`config.mk`:
```
export PLATFORM = sky130hd
export DESIGN_NAME = div_ctrl
export DESIGN_NICKNAME = d
export VERILOG_FILES = /design/src/rtl/div_ctrl_pkg.sv /design/src/rtl/div_ctrl.sv
export SDC_FILE = /design/constraint.sdc
export NUM_CORES = 1
export LEC_CHECK = 0
export CAP_MARGIN = 20
export CORE_ASPECT_RATIO = 1.1
export CORE_MARGIN = 5
export CORE_UTILIZATION = 30
export DETAILED_ROUTE_END_ITERATION = 6
export PLACE_DENSITY = 0.66
export SLEW_MARGIN = 10
export SYNTH_ARGS = -nofsm -noshare
export SYNTH_HDL_FRONTEND = slang
export SYNTH_SLANG_ARGS = --single-unit
```
`constraint.sdc`:
```
create_clock -name clk -period 2.27 [get_ports clk]
set_input_delay 0.681 -clock clk [delete_from_list [all_inputs] [get_ports clk]]
set_output_delay 0.681 -clock clk [all_outputs]
set_load 0.02 [all_outputs]
```
`src/rtl/div_ctrl_pkg.sv`:
```
// div_ctrl_pkg: state encodings and shared constants for the divide controller
// and the iterative divider it drives.
package div_ctrl_pkg;
   typedef enum logic [1:0] {IDLE = 2'b00, BUSY = 2'b01, DONE = 2'b10, DRAIN = 2'b11} state_t;
   typedef enum logic [1:0] {D_IDLE = 2'b00, D_RUN = 2'b01, D_FIX = 2'b10, D_OUT = 2'b11} dstate_t;
   localparam logic [31:0] ZERO_WORD = 32'h0000_0000;
   localparam int DRAIN_CYC_DEF = 2;
endpackage

```
`src/rtl/div_ctrl.sv`:
```
// div_ctrl: EX-stage sequencer for DIV/DIVU; holds the pipeline while the external
// divider runs, writes HI/LO once on completion, and annuls the divider on flush.
module div_ctrl
   import div_ctrl_pkg::*;
#(
   parameter int DRAIN_CYC = DRAIN_CYC_DEF
) (
   input  logic        clk,
   input  logic        resetn,
   input  logic        ex_div_req,
   input  logic        ex_div_signed,
   input  logic [31:0] ex_rs,
   input  logic [31:0] ex_rt,
   input  logic        flush,
   input  logic        ext_stall,
   output logic        stall_o,
   output logic        hilo_we,
   output logic [31:0] hi_o,
   output logic [31:0] lo_o,
   output logic [31:0] div_opdata1,
   output logic [31:0] div_opdata2,
   output logic        div_signed,
   output logic        div_start,
   output logic        div_annul,
   input  logic [63:0] div_result,
   input  logic        div_ready
);
   localparam int CW = $clog2(DRAIN_CYC + 1);
   state_t        state;
   logic [CW-1:0] drain_cnt;
   logic [31:0]   op1, op2;
   logic          sgn;
   logic          busy;
   assign busy        = state == BUSY;
   assign div_opdata1 = busy ? op1 : ZERO_WORD;
   assign div_opdata2 = busy ? op2 : ZERO_WORD;
   assign div_signed  = busy & sgn;
   always_comb
      stall_o = state == IDLE  ? ex_div_req & ~flush :
                state == BUSY  ? 1'b1 :
                state == DRAIN ? ex_div_req : 1'b0;
   always_ff @(posedge clk) begin
      if (!resetn) begin
         state     <= IDLE;
         drain_cnt <= '0;
         op1       <= ZERO_WORD;
         op2       <= ZERO_WORD;
         sgn       <= 1'b0;
         hi_o      <= ZERO_WORD;
         lo_o      <= ZERO_WORD;
         hilo_we   <= 1'b0;
         div_start <= 1'b0;
         div_annul <= 1'b0;
      end else begin
         hilo_we <= 1'b0;
         case (state)
            IDLE: if (ex_div_req && !flush) begin
               op1       <= ex_rs;
               op2       <= ex_rt;
               sgn       <= ex_div_signed;
               div_start <= 1'b1;
               state     <= BUSY;
            end
            BUSY: if (flush) begin
               div_start <= 1'b0;
               div_annul <= 1'b1;
               drain_cnt <= CW'(DRAIN_CYC - 1);
               state     <= DRAIN;
            end else if (div_ready) begin
               hi_o      <= div_result[63:32];
               lo_o      <= div_result[31:0];
               hilo_we   <= 1'b1;
               div_start <= 1'b0;
               state     <= DONE;
            end
            // a flush here squashes downstream; the HI/LO write already issued stands
            DONE: if (flush || !ext_stall) state <= IDLE;
            DRAIN: if (drain_cnt == '0) begin
               div_annul <= 1'b0;
               state     <= IDLE;
            end else begin
               drain_cnt <= drain_cnt - CW'(1);
            end
         endcase
      end
   end
endmodule

```
==> metrics.log <==
INFO  metric worst_skew_pair.late_latency = around 410 ps
INFO  metric final.setup_skew = 11.65 ps
INFO  metric die_height = 153.7 µm
INFO  metric hold_depth = 2
INFO  metric floorplan.initialDensity = 30.57%
INFO  metric synth_compound_area_share = 18.92%
INFO  metric dieArea = 0.02161 mm²
INFO  metric arrival_worst_endpoint = 1520 ps
INFO  metric post-dp-hpwl = 12110 µm
INFO  metric clock_tree.htree_level_count = 4
INFO  metric synth.net_count = 815
INFO  metric die_width = ~140 µm
INFO  metric tritoncts_clock_tree = yes
INFO  metric numClockSinks = 136
INFO  metric final_max_slew_viol_count = 0
INFO  metric gpl.final_weighted_congestion = 0.7424
INFO  metric globalRouteOverflowTotal = 0
INFO  metric netlist_area = 0.005629 mm²
INFO  metric outcome = finished clean
INFO  metric end_kind = output port
INFO  metric vias_per_cell = 4.359
INFO  metric reg2reg_depth = 5
INFO  metric max_freq = 454.3 MHz
INFO  metric portBuffers = 267
INFO  metric cts.reportedPaths.clkPinSlew = 60 ps
INFO  metric grt_start_max_net_pins = 71
INFO  metric max-slew-margin-rel = 78.15%
INFO  metric finalSetupViolations = 0
INFO  metric routed-via-count = between 5k and 6k
INFO  metric final_critical_path_share_of_the_clock_period = between 90% and 100%
INFO  metric seq_area_frac_synth = 48.37%
INFO  metric worst-slew-pin-transition = 327.7 ps
INFO  metric initial_antenna_violation_count = 0
INFO  metric static-leakage-power = 0.003544 µW
INFO  metric data_required_time_at_the_worst_endpoint = roughly 1600 ps
INFO  metric num-fill-cells = 1850
INFO  metric worstPathMaxFanout = 22
INFO  metric dpl.cell_count = 1163
INFO  metric layout_commonest_cell = sky130_fd_sc_hd__nand2_1
INFO  metric critical_path.startpoint_type = flip-flop
INFO  metric drt_drc_violations_left = 0
INFO  metric wl_per_cell = 14.79 µm
INFO  metric synthesis.instances = 679
INFO  metric drive_gt1_share = 14.32%
INFO  metric final_nets = 1080
INFO  metric ctsRootBufferMaster = sky130_fd_sc_hd__clkbuf_16
INFO  metric fin_ws = 68.87 ps
INFO  metric synth_seq_cells = 136
INFO  metric p_total = 6128 µW
INFO  metric setup.reg_to_reg.worst_slack = about 650 ps
INFO  metric first_pass_iters = 4
INFO  metric worstHoldPathType = flip-flop to flip-flop
INFO  metric yosys.area_share.simple = a little over a quarter
INFO  metric grt_total_usage = 15.60%
INFO  metric accumulated_negative_setup_slack = 0 ps
INFO  metric clockBufferDepth = 2
INFO  metric row_count = 52
INFO  metric synth.yosys.warnings = 0
INFO  metric via_count_of_the_first_global_routing_pass = 5166
INFO  metric floorplan.io_pins = 268
INFO  metric initialDrtViolationCount = 185
INFO  metric max-cap-violations = 0
INFO  metric final_cell_count_no_fill = ~1.2k
INFO  metric highest_count_cells_in_the_layout_ignoring_fill_and_taps = sky130_fd_sc_hd__nand2_1 (263), sky130_fd_sc_hd__clkdlybuf4s50_1 (198), sky130_fd_sc_hd__dfxtp_1 (136), sky130_fd_sc_hd__a21boi_1 (99), sky130_fd_sc_hd__and2_1 (67)
INFO  metric synth.lib_cells_used.distinct = 30
INFO  metric cts_hold_bufs = 0
INFO  metric placeableCoreArea = 0.01841 mm²
INFO  metric vdd_drop_max = 0.4237 mV
INFO  metric antenna_cells = 0
INFO  metric final-seq-area = 0.002723 mm²
INFO  metric final-hold-violation-count = 0
INFO  metric multi_input_comb_area = 0.002631 mm²
INFO  metric synthXorXnorAreaFrac = 0%
INFO  metric timing.setup.critical_path_class = flip-flop to output port
INFO  metric synth-adder-area-share = 0.2223%
INFO  metric synth_top_family_by_area = simple AND/OR/NAND/NOR gates
INFO  metric antenna_violating_nets_post_route = 0
INFO  metric area.growth.synth_to_final = 60.21%
INFO  metric drt_wl_total = between 15000 and 20000 µm
INFO  metric cellPowerDensity = 679.4 mW/mm²
INFO  metric post_synthesis_area_per_instance = 8.290 µm²
INFO  metric number_of_buffers_created_by_cts = 17
INFO  metric grt_first_pass_wirelength = 27120 µm
INFO  metric hold_ws = 445.7 ps
INFO  metric period_minus_slack = 2201 ps
INFO  metric mux_share_of_post_synthesis_cell_area = 0.1778%
INFO  metric pre_cts_ws = -514.9 ps
stage by stage:
step                cell area, µm²  util [%]
floorplan                     5629         -
CTS                           9054     49.17
finish                        9019     48.98
global placement              8647     46.96
global route                  9019     48.98
detailed placement            8647     46.96
power by group:
part	internal (µW)	switching [µW]	total, µW
Combinational	455	357	812
Clock	1690	1100	2800
Sequential	2480	39.4	2520
Total	4630	1500	6130
per-layer routing:
layer / vias up / global-route usage, % / wire (µm)
li1: 2695 / - / -
met1: 2345 / 17.87 / 7380
met2: 177 / 25.55 / 8338
met3: 14 / 7.642 / 1763
met4: 0 / 5.030 / 268
met5: - / 0 / 0
worst paths after layout:
check                                           start                   end
worst max-delay path            state[0]$_SDFFE_PN0P_       div_opdata2[14]
worst min-delay path              op1[9]$_SDFFE_PN0P_   op1[9]$_SDFFE_PN0P_
worst max register to register  state[1]$_SDFFE_PN0P_  op1[26]$_SDFFE_PN0P_
worst min register to register    op1[9]$_SDFFE_PN0P_   op1[9]$_SDFFE_PN0P_
critical path, cell delays in order (launching register included):
cell and delay (ps):
sky130_fd_sc_hd__dfxtp_1 320, sky130_fd_sc_hd__inv_1 70, sky130_fd_sc_hd__nor2_4 110, sky130_fd_sc_hd__buf_6 140
sky130_fd_sc_hd__clkbuf_16 170, sky130_fd_sc_hd__and2_1 130, sky130_fd_sc_hd__buf_2 160
state kept, by name (all words and copies together), names as in the netlist:
register,count
div_annul,1
div_start,1
drain_cnt,2
hi_o,32
hilo_we,1
lo_o,32
op1,32
op2,32
sgn,1
state,2
synthesized netlist by cell type, drive strengths merged:
cell type / n / area share (%)
a21oi: 3 / 0.27
a21o: 1 / 0.13
nor4b: 1 / 0.27
and2: 67 / 7.4
mux2i: 1 / 0.18
o31ai: 1 / 0.13
a21boi: 130 / 17
clkbuf: 26 / 1.7
o211a: 1 / 0.18
ha: 1 / 0.22
nand2b: 3 / 0.33
buf: 27 / 3.7
and4bb: 1 / 0.22
nand2: 263 / 18
o2bb2ai: 1 / 0.16
o21ai: 2 / 0.18
inv: 3 / 0.20
a32o: 1 / 0.18
o21a: 1 / 0.13
nor2: 5 / 0.33
o31a: 1 / 0.16
dfxtp: 136 / 48
nand4bb: 1 / 0.20
or4b: 1 / 0.24
nor3b: 1 / 0.13
final cells by class:
cell class,instances,share of cell area (%)
clock buffer,20,5.064
tap,243,3.371
inverter,3,0.1249
sequential,136,30.19
timing repair buffer,299,30.52
multi-input combinational,487,29.18
clock inverter,12,1.554
cells by family (layout without fill, tap and decap cells):
family / Yosys count / count (layout)
compound gates: 142 / 142
simple gates: 343 / 343
buf+inv: 56 / 334
mux: 1 / 1
flops: 136 / 136
fa+ha+maj: 1 / 1
what timing repair did:
item                       in CTS  in global routing
hold endpoints to repair        0                  0
resized for setup             243                 31
setup endpoints to repair      66                 22
cloned                          0                  2
buffers inserted                0                  3
Note: power is estimated with default switching activity, not from simulation.
